**config.mk**
```make
export PLATFORM = sky130hd
export DESIGN_NAME = intt_scale_out
export DESIGN_NICKNAME = d
export VERILOG_FILES = /design/src/rtl/intt_scale_out.sv
export SDC_FILE = /design/constraint.sdc
export NUM_CORES = 1
export LEC_CHECK = 0
export ABC_AREA = 1
export CORE_ASPECT_RATIO = 1.4
export CORE_MARGIN = 2
export CORE_UTILIZATION = 56
export DETAILED_ROUTE_END_ITERATION = 10
export PLACE_DENSITY = 0.81
export SLEW_MARGIN = 10
export SYNTH_ARGS = -nofsm -noshare
export SYNTH_HDL_FRONTEND = slang
export SYNTH_SLANG_ARGS = --single-unit
```
**constraint.sdc**
```tcl
create_clock -name clk -period 13.9 [get_ports clk]
set_clock_uncertainty 0.2 [all_clocks]
set_input_delay 2.78 -clock clk [delete_from_list [all_inputs] [get_ports clk]]
set_output_delay 2.78 -clock clk [all_outputs]
set_load 0.1 [all_outputs]
```
**src/rtl/intt_scale_out.sv**
```systemverilog
// INTT output scaler: captures one D-coefficient vector, multiplies each
// coefficient by NINV mod Q through a shared 2-stage multiplier, and holds the result.
module intt_scale_out #(
  parameter int N    = 17,
  parameter int D    = 8,
  parameter int Q    = 257,
  parameter int NINV = 225
) (
  input  logic           clk,
  input  logic           rst,
  input  logic           in_valid,
  output logic           in_ready,
  input  logic [D*N-1:0] a,
  output logic           out_valid,
  input  logic           out_ready,
  output logic [D*N-1:0] b,
  output logic           busy
);

  localparam int             IW       = (D > 1) ? $clog2(D) : 1;
  localparam logic [IW-1:0]  LAST_IDX = IW'(D - 1);
  localparam logic [2*N-1:0] NINV_W   = (2*N)'(NINV);
  localparam logic [2*N-1:0] Q_W      = (2*N)'(Q);

  typedef enum logic [1:0] {
    IDLE,
    RUN,
    DONE
  } state_e;

  state_e         state_q;
  logic [D*N-1:0] cap_q;
  logic [IW-1:0]  idx_q;
  logic           issue_q;
  logic           s1_vld_q;
  logic           s1_last_q;
  logic [IW-1:0]  s1_idx_q;
  logic [2*N-1:0] prod_q;
  logic           s2_last_q;
  logic [D*N-1:0] b_q;

  logic [N-1:0]   coeff_d;
  logic [2*N-1:0] prod_d;
  logic [N-1:0]   red_d;

  assign coeff_d = cap_q[idx_q*N +: N];
  assign prod_d  = {{N{1'b0}}, coeff_d} * NINV_W;
  // Full-width remainder: exact for every N-bit input, including values >= Q.
  assign red_d   = N'(prod_q % Q_W);

  // NOTE: the capture register has no reset; it is only read in RUN, after
  // being loaded on the accepting edge, so clearing it would buy nothing.
  always_ff @(posedge clk) begin
    if (state_q == IDLE && in_valid) begin
      cap_q <= a;
    end
  end

  // NOTE: every state register uses non-blocking assignment so all flops
  // update together on the edge regardless of statement order.
  always_ff @(posedge clk or negedge rst) begin
    if (!rst) begin
      state_q   <= IDLE;
      idx_q     <= '0;
      issue_q   <= 1'b0;
      s1_vld_q  <= 1'b0;
      s1_last_q <= 1'b0;
      s1_idx_q  <= '0;
      prod_q    <= '0;
      s2_last_q <= 1'b0;
      b_q       <= '0;
    end else begin
      s1_vld_q  <= (state_q == RUN) && issue_q;
      s1_last_q <= (state_q == RUN) && issue_q && (idx_q == LAST_IDX);
      s1_idx_q  <= idx_q;
      prod_q    <= prod_d;
      s2_last_q <= s1_vld_q && s1_last_q;

      if (s1_vld_q) begin
        b_q[s1_idx_q*N +: N] <= red_d;
      end

      case (state_q)
        IDLE: begin
          if (in_valid) begin
            idx_q   <= '0;
            issue_q <= 1'b1;
            state_q <= RUN;
          end
        end
        RUN: begin
          // Index saturates at D-1 so a vector is never issued twice.
          if (issue_q) begin
            if (idx_q == LAST_IDX) begin
              issue_q <= 1'b0;
            end else begin
              idx_q <= idx_q + IW'(1);
            end
          end
          if (s2_last_q) begin
            state_q <= DONE;
          end
        end
        DONE: begin
          if (out_ready) begin
            state_q <= IDLE;
          end
        end
        default: state_q <= IDLE;
      endcase
    end
  end

  assign in_ready  = (state_q == IDLE);
  assign out_valid = (state_q == DONE);
  assign busy      = (state_q == RUN);
  assign b         = b_q;

endmodule

```
## Word-level counts from Yosys, hierarchy flattened

Index checks and enable logic that the tools add are counted.

| cells by class | value |
|---|---|
| $mul | 3 |
| div/mod/pow operators | 1 |
| equality and inequality tests | 8 |
| multiplexer cells | 13 |
| magnitude comparators | 0 |
| shift operators | 3 |
| $add $sub $neg | 2 |
| bitwise operators | 0 |
| reductions and logical operators | 9 |

Operator list:

| operator | number |
|---|---|
| $bwmux W136 | 1 |
| $shift A17 B34 Y136 const A | 1 |
| $shiftx A136 B9 Y17 | 1 |
| $shiftx A17 B34 Y136 | 1 |
| $mod A25 B9 Y34 const B | 1 |
| $neg A8 Y34 | 1 |
| $mul A17 B8 Y25 const B | 1 |
| $mul A3 B5 Y8 const B | 2 |
| $mux W3 | 3 |
| $mux W2 | 3 |
| $ne A2 B1 Y1 const B | 3 |
| $pmux W2 S3 | 1 |
| $pmux W3 S2 | 1 |
| $logic_and A1 B1 Y1 | 4 |
| $ne A2 B2 Y1 const B | 2 |
| $reduce_and A4 Y1 | 1 |
| $add A3 B1 Y3 const B | 1 |
| $eq A3 B3 Y1 const B | 1 |
| $mux W1 | 3 |
| $reduce_and A3 Y1 | 1 |
| $eq A2 B1 Y1 const B | 1 |
| $eq A2 B2 Y1 const B | 1 |
| $logic_not A2 Y1 | 1 |
| $pmux W1 S2 | 1 |
| 2 further kinds | 2 |

| word-level totals | value |
|---|---|
| memory bits (read-only) | 0 |
| memories kept | 0 |
| output and inout bits | 139 |
| RAM bits | 0 |
| latch bits | 0 |
| register bits after elaboration | 309 |

## Longest topological paths before layout

| depth | value |
|---|---|
| depth after elaboration | 4 |
| gate-level depth with buffers | 126 |

## Least setup slack after synthesis

No wires, ideal clock.

| timing path | value |
|---|---|
| path kind | reg2reg |
| start point | reg prod_q[17] |
| end point | reg b_q[25], in the netlist b[25] |
| arrival | 11.886 ns |
| path slack | 1.736 ns |
| stages on the path, launching flop included | 108 |
| library setup time | 0.078 ns |
| path through | dfrtp_1 buf_4 nor2_8 inv_2 nor2_2 nand4_1 nand2_2 inv_1 a21oi_4 nand2_4 nand2_4 nand3_4 nor2_1 nand2_1 nand2_4 nand2_4 nand2_1 nand2_2 [72 not listed] nor2_1 nand2_2 nand2_2 nand3_4 buf_6 nand2_1 nand2_1 inv_1 ha_1 nand3_1 nor2_1 nor2_2 nor2_8 nand2_8 buf_8 nand2_4 nand4_1 a21boi_1 |

| on the way | value |
|---|---|
| cells in the longest elaborated chain, start to end | 3 |

Ends and longest elaborated chain:

| what | RTL line | RTL |
|---|---|---|
| start: declaration | 38 | `logic [2*N-1:0] prod_q;` |
| start signal: assignment | 76 | `prod_q <= prod_d;` |
| $mod A25 B9 Y34 | 49 | `assign red_d = N'(prod_q % Q_W);` |
| $shiftx A17 B34 Y136 | 80 | `b_q[s1_idx_q*N +: N] <= red_d;` |
| $bwmux W136 | 80 |  |
| end signal: indexed assignment | 80 |  |
| end: declaration | 40 | `logic [D*N-1:0] b_q;` |

Every way passes these cells.
A chain may end at the register's enable or synchronous reset.

## Final worst setup path

| timing path | value |
|---|---|
| start point | reg prod_q[22] |
| end point | reg b_q[51], in the netlist b[51] |

The elaborated chain is that of the path after synthesis.

==> flow_summary.yaml <==
outcome:
  status: "completed"
timing:
  max_slew.worst_pin.slew_ns: 1.38
  finalCritPeriodShare_pct: 96.9
  max_freq_mhz: 74.2
  drv_slew: 0
  slew_headroom_pct: 7.75
  setup_viol: 0
  final-hold-violation-count: 0
  min_period_ns: 13.47
global_route:
  grt_pass1_wl_mm: 85.3
  gr-total-overflow: 0
  grt_antenna_before_repair: 0
  grt_max_degree: 101
  grt_pass1_vias: 17800
  grt_util_all_layers_pct: 27.9
yosys:
  synthSimpleGateAreaFrac_pct: 31.2
  synth_edf_count: 136
  syn_area_per_cell_um2: 8.16
  yosys_warnings: 0
  synth_nets: 2714
  yosys.area.top_type: "dfrtp_1"
  async_reset_ff_share_pct: 56.0
  synthesis.area_um2: 20200
  synth.area.top_cells: "dfrtp_1 21%, edfxtp_1 20%, nand2_1 8.6%"
  synth-seq-area-share_pct: 41.6
  synth_ff_type: "dfrtp_1"
  synthXorXnorAreaFrac_pct: 2.20
  ys_ff_latch: 309
  synthCells: 2475
  synth_top_area_share_pct: 21.4
  yosys.area_share.adder_pct: 7.10
  synth_compound_area_share_pct: 9.83
  synthMuxAreaShare_pct: 0.198
  synth_cell_types: 54
  synth_top_family_by_area: "simple AND/OR/NAND/NOR gates"
setup_path:
  cp.required_ns: 14.20
  cp-end-kind: "flop"
  r2r_slack_ns: 0.43
  cp-start-kind: "flop"
  arrival_ns: 13.77
  cp_max_fo: 11
  reg2reg_depth: 105
  crit-reg2reg-launch: "prod_q[22]$_DFF_PN0_"
  r2r-end: "b[51]$_DFFE_PN0P_"
  slowest_delay_ns: 0.45
  critPathKind: "reg -> reg"
  cpMaxStageDelayCell: "dfrtp_2"
placement:
  io_buffers: 278
  dp_hpwl_mm: 40.4
  place.gp.congestion: 0.885
hold_path:
  hold_end: "s1_idx_q[2]$_DFF_PN0_"
  min_from: "idx_q[2]$_DFFE_PN0P_"
  min_path_cells: 0
  hold_class: "reg -> reg"
floorplanning:
  core.rowCount: 82
  core_area_um2: 35700
  die_w_um: 165
  ios: 279
  fp.dieH_um: 229
  initial_core_util_pct: 56.6
  die_area_um2: 37600
final_layout:
  layout.nets: 3063
  antennaDiodeCount: 0
  area_delta_synth_final_pct: 28.8
  drive_gt1_share_pct: 20.9
  fillers: 2593
  fin_util_pct: 72.9
  mostFrequentLayoutCell: "nand2_1"
  mostFrequentLayoutCells: "425 x nand2_1, 281 x inv_1, 277 x clkdlybuf4s50_1, 242 x nor2_1, 183 x nand3_1"
routing:
  drc: 0
  dr.pass1.iters: 6
  ant_nets: 0
  num_vias: 18400
  post_drt_wl_per_cell_um: 16.9
  routed_wl_mm: 55.8
  routed_via_density: 5.55
  drt_iter0_markers: 1277
clocking:
  cts_buffer_depth: 3
  cts_tree: "yes"
  cts_max_level: 1
  cts.sinks: 309
  root_buffer: "clkbuf_16"
  path_clk_slew_ns: 0.06
  cts_buffers: 29
  clk_latency_ns: 0.59
flow_run:
  cap_violations: 0
area by class of cell:
cell class,instances,area (um^2),share of cell area [%]
Clock inverter,12,156,0.601
Multi-Input combinational cell,1793,11300,43.5
Inverter,318,1200,4.63
Sequential cell,309,8420,32.4
Timing Repair Buffer,373,3540,13.6
Tap cell,462,578,2.22
Clock buffer,40,797,3.06
through the flow:
stage	setup WS (ns)	hold WS (ns)	cells	setup TNS [ns]	cell area, um^2
after floorplan	1.74	0.178	2475	0	20200
after global placement	0.0877	0.201	3164	0	23300
after detailed placement	-0.501	0.209	3164	-48.75	23300
after CTS	0.000366	0.225	3224	0	24400
after global routing	-0.615	0.242	3307	-64.26	26000
final	0.429	0.223	3307	0	26000
cells by family (layout without fill, tap and decap cells):
kind of cell / count (synthesis) / count (layout)
AO/OA/AOI/OAI: 333 / 333
XOR/XNOR: 50 / 50
adder cells (fa/ha/maj): 99 / 99
buffers and inverters: 383 / 743
flip-flops: 309 / 309
multiplexers: 4 / 4
AND/OR/NAND/NOR: 1297 / 1307
sequential cells by signal, indices dropped and copies added (netlist names):
register / cells
idx_q: 3
s2_last_q: 1
issue_q: 1
s1_last_q: 1
prod_q: 25
s1_idx_q: 3
state_q: 2
cap_q: 136
s1_vld_q: 1
b: 136
metal layers:
metal	wire length, um	vias up	GRT usage [%]
met3	3030	211	4.12
met1	20500	8654	31.2
li1	-	8785	-
met2	29300	701	51.1
met5	0	-	0
met4	2990	0	13.4
cell usage after synthesis, types with 26 or more instances:
| cell type | number |
|---|---|
| inv_1 | 290 |
| o21ai_0 | 105 |
| o22ai_1 | 27 |
| nand2_1 | 464 |
| clkbuf_1 | 38 |
| ha_1 | 73 |
| a21boi_1 | 28 |
| dfrtp_1 | 173 |
| nor2_2 | 41 |
| fa_1 | 26 |
| xor2_1 | 43 |
| nand3_1 | 213 |
| a21oi_1 | 87 |
| nand4_1 | 56 |
| o21ai_1 | 28 |
| nand2_2 | 117 |
| nor2_1 | 284 |
| nand2_4 | 29 |
| edfxtp_1 | 136 |
| or2_2 | 49 |
how the worst max path moves through the flow:
stage	from	endpoint	slack [ns]	depth (start not counted)
3_5_place_dp	prod_q[17]$_DFF_PN0_	b[119]$_DFFE_PN0P_	-0.50	106
4_1_cts	prod_q[19]$_DFF_PN0_	b[55]$_DFFE_PN0P_	0.0004	107
3_3_place_gp	prod_q[17]$_DFF_PN0_	b[120]$_DFFE_PN0P_	0.09	102
6_report	prod_q[22]$_DFF_PN0_	b[51]$_DFFE_PN0P_	0.43	105
5_1_grt	prod_q[22]$_DFF_PN0_	b[51]$_DFFE_PN0P_	-0.61	105
2_1_floorplan	prod_q[17]$_DFF_PN0_	b[25]$_DFFE_PN0P_	1.74	107
critical path: cells and delay by family (launching register included):
| kind | cells | cell delay [ns] |
|---|---|---|
| xor+xnor | 1 | 0.26 |
| compound gates | 5 | 1.24 |
| buf+inv | 10 | 1.20 |
| flops | 1 | 0.45 |
| fa+ha+maj | 2 | 0.33 |
| simple gates | 87 | 9.67 |
timing repair:
item	in CTS	in global routing
setup endpoints to repair	136	136
buffers inserted	8	72
resized for setup	11	243
pin swaps	5	104
hold buffers	0	0
hold endpoints to repair	0	0
cloned	0	11
Power is not shown: default switching activity piles up to over one toggle a cycle in this logic, so the estimate is an artifact.
